<file path="config.mk">
export PLATFORM = sky130hd
export DESIGN_NAME = dt_proj_mac
export DESIGN_NICKNAME = d
export VERILOG_FILES = /design/src/rtl/dt_proj_mac_pkg.sv /design/src/rtl/q_round_sat.sv /design/src/rtl/dt_proj_mac.sv
export SDC_FILE = /design/constraint.sdc
export NUM_CORES = 1
export LEC_CHECK = 0
export ABC_AREA = 1
export BUFFER_PORTS_ARGS = -buffer_cell sky130_fd_sc_hd__clkbuf_2
export CAP_MARGIN = 20
export CORE_ASPECT_RATIO = 1.4
export CORE_MARGIN = 4
export CORE_UTILIZATION = 70
export CTS_CLUSTER_DIAMETER = 100
export DETAILED_ROUTE_END_ITERATION = 6
export GPL_TIMING_DRIVEN = 0
export PLACE_DENSITY = 0.88
export SLEW_MARGIN = 25
export SYNTH_ARGS = -nofsm -noshare
export SYNTH_HDL_FRONTEND = slang
export SYNTH_SLANG_ARGS = --single-unit
</file>
<file path="constraint.sdc">
create_clock -name clk -period 13.95 [get_ports clk]
set_clock_uncertainty 0.2 [all_clocks]
set_input_delay 1.395 -clock clk [delete_from_list [all_inputs] [get_ports clk]]
set_output_delay 1.395 -clock clk [all_outputs]
set_load 0.01 [all_outputs]
</file>
<file path="src/rtl/dt_proj_mac_pkg.sv">
// rtl/dt_proj_mac_pkg.sv - shared Q3.12 datapath constants for the delta projection and softplus stages
package dt_proj_mac_pkg;

  localparam int DATA_WIDTH = 16;
  localparam int FRAC_BITS  = 12;
  localparam int DT_RANK    = 4;

  // Q3.12 saturation limits shared with the softplus unit
  localparam int SAT_MAX    = 32767;
  localparam int SAT_MIN    = -32768;

endpackage

</file>
<file path="src/rtl/q_round_sat.sv">
// rtl/q_round_sat.sv - combinational round-half-up, arithmetic shift and saturate to the Q3.12 range
module q_round_sat #(
  parameter int IN_WIDTH  = 40,
  parameter int OUT_WIDTH = 16,
  parameter int FRAC      = 12
) (
  input  logic signed [IN_WIDTH-1:0]  val,
  output logic signed [OUT_WIDTH-1:0] q
);
  import dt_proj_mac_pkg::*;

  localparam logic signed [IN_WIDTH-1:0] HALF = IN_WIDTH'(64'sd1 <<< (FRAC - 1));
  localparam logic signed [IN_WIDTH-1:0] HI   = IN_WIDTH'(SAT_MAX);
  localparam logic signed [IN_WIDTH-1:0] LO   = IN_WIDTH'(SAT_MIN);

  logic signed [IN_WIDTH-1:0] rnd;
  logic signed [IN_WIDTH-1:0] shr;

  always_comb begin
    rnd = val + HALF;
    shr = rnd >>> FRAC;
    if (shr > HI) begin
      q = OUT_WIDTH'(SAT_MAX);
    end else if (shr < LO) begin
      q = OUT_WIDTH'(SAT_MIN);
    end else begin
      q = shr[OUT_WIDTH-1:0];
    end
  end

endmodule

</file>
<file path="src/rtl/dt_proj_mac.sv">
// rtl/dt_proj_mac.sv - streaming x_dt.w dot product plus bias, producing one saturated Q3.12 delta per transaction
module dt_proj_mac #(
  parameter int DATA_WIDTH = dt_proj_mac_pkg::DATA_WIDTH,
  parameter int FRAC_BITS  = dt_proj_mac_pkg::FRAC_BITS,
  parameter int DT_RANK    = dt_proj_mac_pkg::DT_RANK,
  parameter int ACC_WIDTH  = 40
) (
  input  logic                  clk,
  input  logic                  rst_n,
  input  logic                  start,
  input  logic [DATA_WIDTH-1:0] bias_in,
  input  logic                  in_valid,
  output logic                  in_ready,
  input  logic [DATA_WIDTH-1:0] x_in,
  input  logic [DATA_WIDTH-1:0] w_in,
  output logic                  out_valid,
  input  logic                  out_ready,
  output logic [DATA_WIDTH-1:0] out_data,
  output logic                  busy
);
  import dt_proj_mac_pkg::*;

  localparam int CNT_W = $clog2(DT_RANK) + 1;
  localparam logic [CNT_W-1:0] LAST = CNT_W'(DT_RANK - 1);

  typedef enum logic [1:0] {IDLE, ACC, FIN, OUT} state_t;

  state_t                        state;
  state_t                        state_d;
  logic signed [ACC_WIDTH-1:0]   acc;
  logic signed [ACC_WIDTH-1:0]   fin_sum;
  logic [CNT_W-1:0]              cnt;
  logic [DATA_WIDTH-1:0]         bias_reg;
  logic signed [2*DATA_WIDTH-1:0] prod;
  logic signed [DATA_WIDTH-1:0]  res;
  logic                          beat;

  assign in_ready = (state == ACC);
  assign beat     = in_valid && in_ready;
  assign prod     = $signed(x_in) * $signed(w_in);
  // Bias is aligned to the Q6.24 product scale before rounding back to Q3.12
  assign fin_sum  = acc + (ACC_WIDTH'($signed(bias_reg)) <<< FRAC_BITS);

  q_round_sat #(
    .IN_WIDTH (ACC_WIDTH),
    .OUT_WIDTH(DATA_WIDTH),
    .FRAC     (FRAC_BITS)
  ) u_round_sat (
    .val(fin_sum),
    .q  (res)
  );

  always_comb begin
    state_d = state;
    case (state)
      IDLE: if (start) state_d = ACC;
      ACC:  if (beat && (cnt == LAST)) state_d = FIN;
      FIN:  state_d = OUT;
      OUT:  if (out_ready) state_d = IDLE;
      default: state_d = IDLE;
    endcase
  end

  always_ff @(posedge clk or negedge rst_n) begin
    if (!rst_n) begin
      state <= IDLE;
    end else begin
      state <= state_d;
    end
  end

  always_ff @(posedge clk or negedge rst_n) begin
    if (!rst_n) begin
      acc       <= '0;
      cnt       <= '0;
      bias_reg  <= '0;
      out_data  <= '0;
      out_valid <= 1'b0;
      busy      <= 1'b0;
    end else begin
      out_valid <= (state_d == OUT);
      busy      <= (state_d != IDLE);
      case (state)
        IDLE: begin
          if (start) begin
            bias_reg <= bias_in;
            acc      <= '0;
            cnt      <= '0;
          end
        end
        ACC: begin
          if (beat) begin
            acc <= acc + ACC_WIDTH'(prod);
            cnt <= cnt + CNT_W'(1);
          end
        end
        FIN:     out_data <= res;
        default: ;
      endcase
    end
  end

endmodule

</file>
After elaboration in Yosys (flattened, before gate mapping)

Index checks and enable logic that the tools add are counted.

Bits in registers: 79
Input bits: 53
Output and inout port bits: 19
Word-level logic and storage cells: 40

Add/sub/neg operators: 4
Multiply operators: 1
Order comparisons: 2
Equality and inequality tests: 7
Muxes and demuxes: 12
Reduce and logical (&&, ||, !) cells: 7

Operators by type and width:

| cell                                                                           | count |
|---|---|
| 40-bit two-way mux                                                             | 2 |
| 40-bit case mux with 2 select lines                                            | 1 |
| 40-bit by 13-bit adder with 40-bit output, second input constant               | 1 |
| 40-bit by 28-bit adder with 40-bit output                                      | 1 |
| 40-bit by 32-bit adder with 40-bit output                                      | 1 |
| 16-bit by 16-bit multiplier with 32-bit output                                 | 1 |
| 16-bit two-way mux                                                             | 2 |
| 28-bit by 16-bit > comparator with 1-bit output, second input constant         | 1 |
| 28-bit by 16-bit less-than comparator with 1-bit output, second input constant | 1 |
| 2-bit case mux with 4 select lines                                             | 1 |
| 2-bit == test, second input constant                                           | 3 |
| 2-bit two-way mux                                                              | 3 |
| 3-bit two-way mux                                                              | 2 |
| 3-bit case mux with 2 select lines                                             | 1 |
| 2-bit nonzero test                                                             | 2 |
| 3-bit by 1-bit adder with 3-bit output, second input constant                  | 1 |
| 3-bit by 2-bit == test with 1-bit output, second input constant                | 1 |
| 3-bit AND reduction                                                            | 1 |
| 2-bit by 1-bit == test with 1-bit output, second input constant                | 1 |
| 1-bit logical AND                                                              | 2 |
| 2-bit zero test                                                                | 1 |
| 2-bit by 1-bit inequality test with 1-bit output, second input constant        | 1 |
| 2-bit inequality test, second input constant                                   | 1 |
| 2-bit AND reduction                                                            | 1 |

Longest topological paths before layout

Gate-level depths: netlist of the first run.

Depth after elaboration: 6
Depth in mapped cells: 28
Mapped depth without buffers: 26

Hierarchy

From an unflattened synthesis of the first run, not the netlist that was laid out.

Cells, all modules: 2626
Area, all modules: 19396.1 um^2

By module, submodules not included:

| module      | instances | cells an instance | area an instance (um^2) | sequential area each (um^2) |
|---|---|---|---|---|
| dt_proj_mac | 1         | 2401              | 18171.2                 | 1976.9 |
| q_round_sat | 1         | 225               | 1224.9                  | 0.0 |

Worst setup path before layout of the first run

OpenSTA, ideal clock, no wires.

Path type: input -> register
Start: in w_in[5]
End: reg acc[38]
Library setup time: 0.123 ns
Arrival time: 6.940 ns
Required time: 13.627 ns
Slack: 6.687 ns
Stages: 26
Path buffers: 2
Cells stage by stage: clkbuf_1 > clkbuf_1 > nand2_1 > fa_1 > inv_1 > fa_1 > inv_1 > fa_1 > fa_1 > inv_1 > fa_1 > inv_1 > fa_1 > inv_1 > ha_1 > nand2_1 > nor2_1 > inv_1 > nor2_1 > inv_1 > nor3_1 > o21ai_0 > o2111ai_1 > a21oi_1 > o21ai_0 > nand2_1

Word-level cells in the longest chain between the ends: 4

Ends and longest elaborated chain:

| element                                        | line              | text |
|---|---|---|
| start: declaration                             | dt_proj_mac.sv:15 | `input logic [DATA_WIDTH-1:0] w_in,` |
| 16-bit by 16-bit multiplier with 32-bit output | dt_proj_mac.sv:40 | `assign prod = $signed(x_in) * $signed(w_in);` |
| 40-bit by 32-bit adder with 40-bit output      | dt_proj_mac.sv:93 | `acc <= acc + ACC_WIDTH'(prod);` |
| 40-bit two-way mux                             | dt_proj_mac.sv:92 | `if (beat) begin` |
| 40-bit case mux with 2 select lines            | dt_proj_mac.sv:83 | `case (state)` |
| end signal: assignment                         | dt_proj_mac.sv:93 |  |
| end: declaration                               | dt_proj_mac.sv:30 | `logic signed [ACC_WIDTH-1:0] acc;` |

No other way between the ends. The select of a mux whose other input is x is not followed.
A chain may end at the register's enable or synchronous reset.

Worst setup path in the final report of the first run

Start: in w_in[6]
End: reg acc[38]

The elaborated chain is that of the path after synthesis.

==> impl_metrics.json, run 1 <==
{
  "ant_nets": 0,
  "synth_top_cells_by_area": "fa_1 37%, inv_1 13%, nand2_1 12%, dfrtp_1 11%, ha_1 9.9%",
  "postCtsSetupRepairBufs": 0,
  "synth_edf_count": 0,
  "syn_nets": 2876,
  "ys.flop_type": "dfrtp_1",
  "r2r_cells": 22,
  "rows": 69,
  "worst_slack_ns": 5.19,
  "area_growth_pct": 5.04,
  "overflow": 0,
  "fill_cells": 1894,
  "preCtsSetupSlack_ns": 5.01,
  "htreeDepth": 3,
  "hold_viol_final": 0,
  "postSynthAreaPerCell_um2": 7.71,
  "most-common-layout-cells": "646 x inv_1, 576 x nand2_1, 330 x fa_1",
  "path_class": "primary input to register",
  "cts_tree": "done",
  "crit_path_start_kind": "primary input",
  "hp-class": "register to register",
  "clk_latency_ns": 0.34,
  "wl_um": 50000,
  "num_vias": 15359,
  "outcome": "finished, final reports clean",
  "clkTransAtPathRegs_ns": 0.07,
  "grt_max_degree": 80,
  "fp.dieH_um": 198,
  "worst_slew_pin_slew_ns": 0.825,
  "required_ns": 13.98,
  "die-area_um2": 28500,
  "final.setup.tns_ns": 0,
  "yosys_warnings": 0,
  "hpwl_um": 43500,
  "place_congestion": 1.01,
  "setup_viol": 0,
  "synth_top_area_share_pct": 36.6,
  "dpl_cell_area_um2": 18700,
  "initial_core_util_pct": 71.1,
  "drive_above_1_share_pct": 4.74,
  "layout.nets": 2929,
  "io_pins": 72,
  "min_path_cells": 2,
  "numCtsBuffers": 9,
  "synth_area_leader_cell": "fa_1",
  "ys_ff_latch": 79,
  "first_iter_violations": 990,
  "final_common_cell": "inv_1",
  "crit_arrival_ns": 8.79,
  "drt-pass1-iter-count": 5,
  "cts_buffer_depth": 2,
  "synth_area_um2": 18100,
  "crit_path_max_fanout": 10,
  "cts.repair.resized": 0,
  "grt_pass1_vias": 16597,
  "seq_area_frac_synth_pct": 10.9,
  "root_buffer": "clkbuf_16",
  "viasPerCell": 5.64,
  "diodes": 0,
  "max_freq_mhz": 114,
  "relSlewSlack_pct": 44.9,
  "ys_async_sr_fraction_pct": 100,
  "timing.final.crit_period_ns": 8.76,
  "multiInputGateArea_um2": 13400,
  "track_usage_pct": 37.1,
  "synth_cells": 2348,
  "max_cap_viol_count": 0,
  "cts_num_sinks": 79,
  "holdWs_ns": 0.307,
  "fin_crit_sh_pct": 62.8,
  "cts_hold_buf": 0,
  "antenna_found_initial": 0,
  "seq_area_um2": 1980,
  "largest_reg_flops": 40,
  "grt_pass1_wl_um": 81900,
  "slew_violations": 0,
  "die_w_um": 144,
  "core-area_um2": 25500,
  "end_kind": "register",
  "drc": 0,
  "synth.lib_cells_used.distinct": 48,
  "rsz0062_at_grt": "false",
  "io_buffers": 42,
  "wl_per_cell_um": 18.3,
  "final_area_um2": 19000
}
-- final timing paths --
check | slack [ns] | startpoint | end
setup / recovery | 5.19 | w_in[6] | acc[38]
hold / removal | 0.31 | out_data[0] | out_data[0]
setup reg to reg | 8.38 | acc[3] | acc[31]
hold reg to reg | 0.31 | out_data[0] | out_data[0]
max in group asynchronous | 12.19 | rst_n | acc[25]
min in group asynchronous | 0.90 | rst_n | acc[3]
-- critical path, cell delays in order --
cell	delay, ns
clkbuf_1	0.48
clkbuf_1	0.57
nand2_1	0.16
fa_1	0.52
inv_1	0.07
fa_1	0.44
inv_1	0.35
fa_1	0.64
fa_1	0.77
inv_1	0.17
fa_1	0.51
inv_1	0.06
fa_1	0.47
inv_1	0.05
ha_1	0.41
nand2_1	0.13
nor2_1	0.10
inv_1	0.07
nor2_1	0.09
inv_1	0.06
nor3_1	0.38
o21ai_0	0.30
o2111ai_1	0.27
a21oi_1	0.12
o21ai_0	0.11
nand2_1	0.07
-- metal layers --
layer / global-route usage, % / share of wire [%] / wire, um
met4: 26.5 / 8.9 / 4430
met3: 5.12 / 6.2 / 3080
met5: 0 / 0 / 0
met2: 66.2 / 52 / 26000
met1: 39.5 / 33 / 16500
-- cell families after synthesis --
logic type | Yosys count | synth area share (%)
multiplexers | 16 | 0.995
AO/OA/AOI/OAI | 232 | 7.28
AND/OR/NAND/NOR | 796 | 17.7
flip-flops | 79 | 10.9
buffers and inverters | 720 | 15.0
adder cells (fa/ha/maj) | 475 | 46.5
XOR/XNOR | 30 | 1.55
-- per-stage QoR --
| stage | utilization, % | cells |
|---|---|---|
| 6_report | 74.7 | 2725 |
| 5_1_grt | 74.7 | 2725 |
| 4_1_cts | 74.7 | 2725 |
| 3_5_place_dp | 73.6 | 2709 |
| 3_3_place_gp | 73.5 | 2709 |
| 2_1_floorplan | - | 2348 |
-- layout make-up --
type	count	share of cell area, %
clock buffers	10	1.26
well taps	319	2.10
flip-flops and latches	79	10.4
plain buffers	73	1.52
clock inverters	6	0.283
inverters	647	12.8
multi-input cells	1549	70.5
repair buffers	42	1.15
-- cells in the mapped netlist, types with 3 or more instances --
| cell type | instances |
|---|---|
| a31oi_1 | 13 |
| a22o_1 | 6 |
| o21a_1 | 3 |
| o21ai_0 | 78 |
| nand2_2 | 3 |
| xnor2_1 | 12 |
| fa_1 | 331 |
| xor2_1 | 17 |
| ha_1 | 144 |
| nor2_1 | 126 |
| a21oi_1 | 97 |
| nand3_1 | 41 |
| nor3_1 | 8 |
| nand3_2 | 3 |
| a21oi_2 | 10 |
| clkbuf_1 | 69 |
| a21boi_0 | 4 |
| inv_1 | 646 |
| a21o_1 | 5 |
| mux2_2 | 16 |
| o31ai_1 | 5 |
| o21bai_1 | 3 |
| nand2_1 | 576 |
| dfrtp_1 | 79 |
| nor2_2 | 9 |
| nand4_1 | 18 |
Power of run 1 is left out: the tool's default activity adds up to more than one toggle a clock period on the data nets, which glitch-free logic cannot reach.
==> run 2: changes to the inputs <==
- CORE_UTILIZATION: 70 -> 59
- PLACE_DENSITY: 0.88 -> 0.79
- clock period: 13.95 -> 7.6 ns (I/O delays scaled with it)
==> impl_metrics.json, run 2 (synthesized netlist as in run 1, its figures left out) <==
{
  "cts_num_sinks": 79,
  "postCtsSetupRepairBufs": 0,
  "crit_family": "adder cells",
  "crit_path_start_kind": "primary input",
  "fill_cells": 2637,
  "final_area_um2": 19100,
  "num_vias": 14945,
  "slowest_delay_ns": 0.56,
  "cts_tree": "done",
  "path_buf_inv": 6,
  "grt_pass1_wl_um": 80800,
  "wl_per_cell_um": 17.3,
  "cp_cell_sequence": "clkbuf_1 > clkbuf_1 > nand2_1 > fa_1 > fa_1 > fa_1 > inv_1 > fa_1 > fa_1 > inv_1 > fa_1 > inv_1 > ha_1 > a21o_1 > a31oi_1 > o21ai_0 > inv_1 > o21ai_0 > a21oi_1 > o21ai_0 > o21ai_0 > nand2_1",
  "clk_latency_ns": 0.34,
  "seq_area_um2": 1980,
  "crit_arrival_ns": 7.34,
  "antenna_found_initial": 0,
  "fin_crit_sh_pct": 96.2,
  "max_freq_mhz": 137,
  "cts.repair.resized": 3,
  "timing.final.crit_period_ns": 7.31,
  "relSlewSlack_pct": 43.9,
  "critPathSlowestCell": "fa_1",
  "io_buffers": 42,
  "io_pins": 72,
  "path_depth": 22,
  "area_growth_pct": 5.71,
  "grt_pass1_vias": 16361,
  "most-common-layout-cells": "645 x inv_1, 576 x nand2_1, 329 x fa_1",
  "drt-pass1-iter-count": 6,
  "wl_um": 48300,
  "holdWs_ns": 0.249,
  "die-area_um2": 33600,
  "hold_viol_final": 0,
  "initial_core_util_pct": 60.1,
  "crit_path_max_fanout": 10,
  "worst_slew_pin_slew_ns": 0.841,
  "rows": 75,
  "overflow": 0,
  "drive_above_1_share_pct": 5.24,
  "first_iter_violations": 751,
  "final_common_cell": "inv_1",
  "setup_viol": 0,
  "drc": 0,
  "path_class": "primary input to register",
  "multiInputGateArea_um2": 13400,
  "diodes": 0,
  "hpwl_um": 43100,
  "fp.dieH_um": 215,
  "required_ns": 7.63,
  "ant_nets": 0,
  "cts_buffer_depth": 2,
  "grt_max_degree": 80,
  "htreeDepth": 3,
  "die_w_um": 156,
  "outcome": "finished, final reports clean",
  "r2r_cells": 22,
  "root_buffer": "clkbuf_16",
  "hp-class": "primary input to async pin",
  "largest_reg_flops": 40,
  "critPathMostFrequentCell": "fa_1",
  "slew_violations": 0,
  "place_congestion": 0.983,
  "dpl_cell_area_um2": 18800,
  "rsz0062_at_grt": "false",
  "viasPerCell": 5.36,
  "track_usage_pct": 30.2,
  "layout.nets": 2928,
  "clkTransAtPathRegs_ns": 0.08,
  "numCtsBuffers": 9,
  "core-area_um2": 30100,
  "cts_hold_buf": 0,
  "max_cap_viol_count": 0,
  "end_kind": "register"
}
## run 2: cell count changes in the layout (fill, tap and decap cells not counted), sizes merged
cell      delta
inv          +2
bufinv       +1
clkinv       -3
clkinvlp     +1
clkbuf       -2
## run 2: layer usage
metal	vias to the layer above	GRT usage, %	share of wire, %
li1	7013	-	-
met1	7262	33.3	35
met2	509	55.9	54
met3	161	2.33	4.3
met4	0	17.7	7.2
met5	-	0	0
## run 2: cell type report
class	count	share of cell area, %
multi-input combinational	1549	70.1
inverter	647	12.7
sequential	79	10.3
tap	385	2.52
buffer	72	1.55
clock buffer	9	1.18
timing repair buffer	42	1.14
clock inverter	7	0.451
## run 2: worst paths after layout
path                               from      end  slack (ns)
worst max-delay path            w_in[3]  acc[29]        0.29
worst min-delay path              rst_n   acc[1]        0.25
worst max register to register   acc[3]  acc[31]        2.02
worst min register to register   cnt[2]   cnt[2]        0.28
max in group asynchronous         rst_n  acc[22]        6.45
min in group clk                 cnt[2]   cnt[2]        0.28
## run 2: per-stage QoR
step                      setup slack, ns  util (%)  instances  setup TNS, ns
after CTS                         0.00895      63.5       2790              0
after global placement             -0.523      62.4       2775          -1.38
after global routing              0.00605      63.6       2790              0
after floorplan                     0.972         -       2348              0
after detailed placement           -0.610      62.5       2775          -1.70
final                               0.292      63.6       2790              0
Power of run 2 is left out for the same reason.
==> run 3: changes to the inputs <==
- RECOVER_POWER: unset -> 25
==> impl_metrics.json, run 3 (synthesized netlist as in run 1, its figures left out) <==
{
  "viasPerCell": 5.36,
  "worst_slew_pin_slew_ns": 4.48,
  "largest_reg_flops": 40,
  "drc": 0,
  "violations": "max-capacitance violations, max-slew violations",
  "wl_met2_um": 25900,
  "regToRegSetupSlack_ns": 2.06,
  "path_buf_inv": 6,
  "initial_core_util_pct": 60.1,
  "critPathSlowestCell": "fa_1",
  "num_vias": 14943,
  "cts.repair.resized": 3,
  "hold_path_startpoint": "cnt[2]",
  "fill_cells": 2638,
  "io_buffers": 42,
  "multiInputGateArea_um2": 13400,
  "required_ns": 7.63,
  "whs_endpoint": "cnt[2]",
  "hold_viol_final": 0,
  "fp.dieH_um": 215,
  "postCtsSetupRepairBufs": 0,
  "grt_pass1_vias": 16361,
  "path_class": "primary input to register",
  "final.setup.tns_ns": 0,
  "track_usage_pct": 30.2,
  "place_congestion": 0.983,
  "drt-pass1-iter-count": 5,
  "core-area_um2": 30100,
  "seq_area_um2": 1980,
  "area_growth_pct": 5.65,
  "slew_violations": 80,
  "antenna_found_initial": 0,
  "diodes": 0,
  "reg2reg_from": "acc[3]",
  "die-area_um2": 33600,
  "rsz0062_at_grt": "false",
  "cts_num_sinks": 79,
  "crit_path_start_kind": "primary input",
  "slowest_delay_ns": 0.57,
  "most-common-layout-cells": "645 x inv_1, 576 x nand2_1, 329 x fa_1",
  "layout.nets": 2928,
  "numCtsBuffers": 9,
  "grt_max_degree": 80,
  "overflow": 0,
  "wl_per_cell_um": 17.3,
  "hpwl_um": 43100,
  "fin_crit_sh_pct": 96.9,
  "ant_nets": 0,
  "cts_tree": "done",
  "final_common_cell": "inv_1",
  "wl_met1_um": 17000,
  "max_freq_mhz": 136,
  "wl_met3_um": 2030,
  "timing.final.crit_period_ns": 7.36,
  "clk_latency_ns": 0.34,
  "min_path_cells": 2,
  "crit_family": "adder cells",
  "wl_um": 48400,
  "grt_pass1_wl_um": 80800,
  "hp-class": "register to register",
  "root_buffer": "clkbuf_16",
  "rows": 75,
  "die_w_um": 156,
  "max_cap_viol_count": 1,
  "cts_hold_buf": 0,
  "r2r_cells": 22,
  "relSlewSlack_pct": -199,
  "crit_arrival_ns": 7.39,
  "clkTransAtPathRegs_ns": 0.08,
  "outcome": "finished, violations left",
  "end_kind": "register",
  "first_iter_violations": 796,
  "htreeDepth": 3,
  "setup_viol": 0,
  "cp_cell_sequence": "clkbuf_1 > clkbuf_1 > nand2_1 > fa_1 > inv_1 > fa_1 > fa_1 > fa_1 > fa_1 > inv_1 > fa_1 > inv_1 > ha_1 > a21o_1 > a31oi_1 > o21ai_0 > inv_1 > o21ai_0 > a21oi_1 > o21ai_0 > o21ai_0 > nand2_1",
  "cts_buffer_depth": 2,
  "critPathMostFrequentCell": "fa_1",
  "routed.top_layer": "met4",
  "r2r_end": "acc[31]",
  "io_pins": 72,
  "crit_path_max_fanout": 10,
  "drive_above_1_share_pct": 5.20
}
run 3: cell counts in the layout (fill, tap and decap cells not counted):
Identical to the previous run, type by type.
run 3: through the flow:
stage	utilization (%)	setup slack [ns]	std cells	hold slack [ns]	instance area (um2)
CTS	63.5	0.00895	2790	0.281	19100
detailed placement	62.5	-0.610	2775	0.270	18800
global route	63.5	0.00605	2790	0.316	19100
global placement	62.4	-0.523	2775	0.265	18800
floorplan	-	0.972	2348	0.252	18100
finish	63.5	0.237	2790	0.285	19100
run 3: tightest hold or removal path, delay by kind of cell, from the launching register on:
| kind | cells | cell delay (ns) |
|---|---|---|
| flops | 1 | 0.35 |
| simple gates | 1 | 0.05 |
| compound gates | 1 | 0.05 |
run 3: final cells by class:
| class | count | share of cell area (%) |
|---|---|---|
| multi-input cells | 1549 | 70.2 |
| well taps | 385 | 2.52 |
| plain buffers | 72 | 1.55 |
| flip-flops and latches | 79 | 10.3 |
| repair buffers | 42 | 1.09 |
| inverters | 647 | 12.7 |
| clock buffers | 9 | 1.18 |
| clock inverters | 7 | 0.451 |
run 3: worst max-delay path by stage:
| stage | slack, ns | startpoint | cells past startpoint | endpoint |
|---|---|---|---|---|
| after floorplan | 0.97 | w_in[5] | 26 | acc[38] |
| after global placement | -0.52 | w_in[5] | 26 | acc[38] |
| after detailed placement | -0.61 | w_in[5] | 26 | acc[38] |
| after CTS | 0.009 | w_in[6] | 26 | acc[38] |
| after global routing | 0.006 | w_in[10] | 22 | acc[29] |
| final | 0.24 | w_in[10] | 22 | acc[29] |
run 3: metal layers:
layer | track usage, % | up-vias
met5 | 0 | -
met4 | 17.7 | 0
met3 | 2.33 | 161
met2 | 55.9 | 519
met1 | 33.3 | 7259
li1 | - | 7004
Power of run 3 is left out for the same reason.
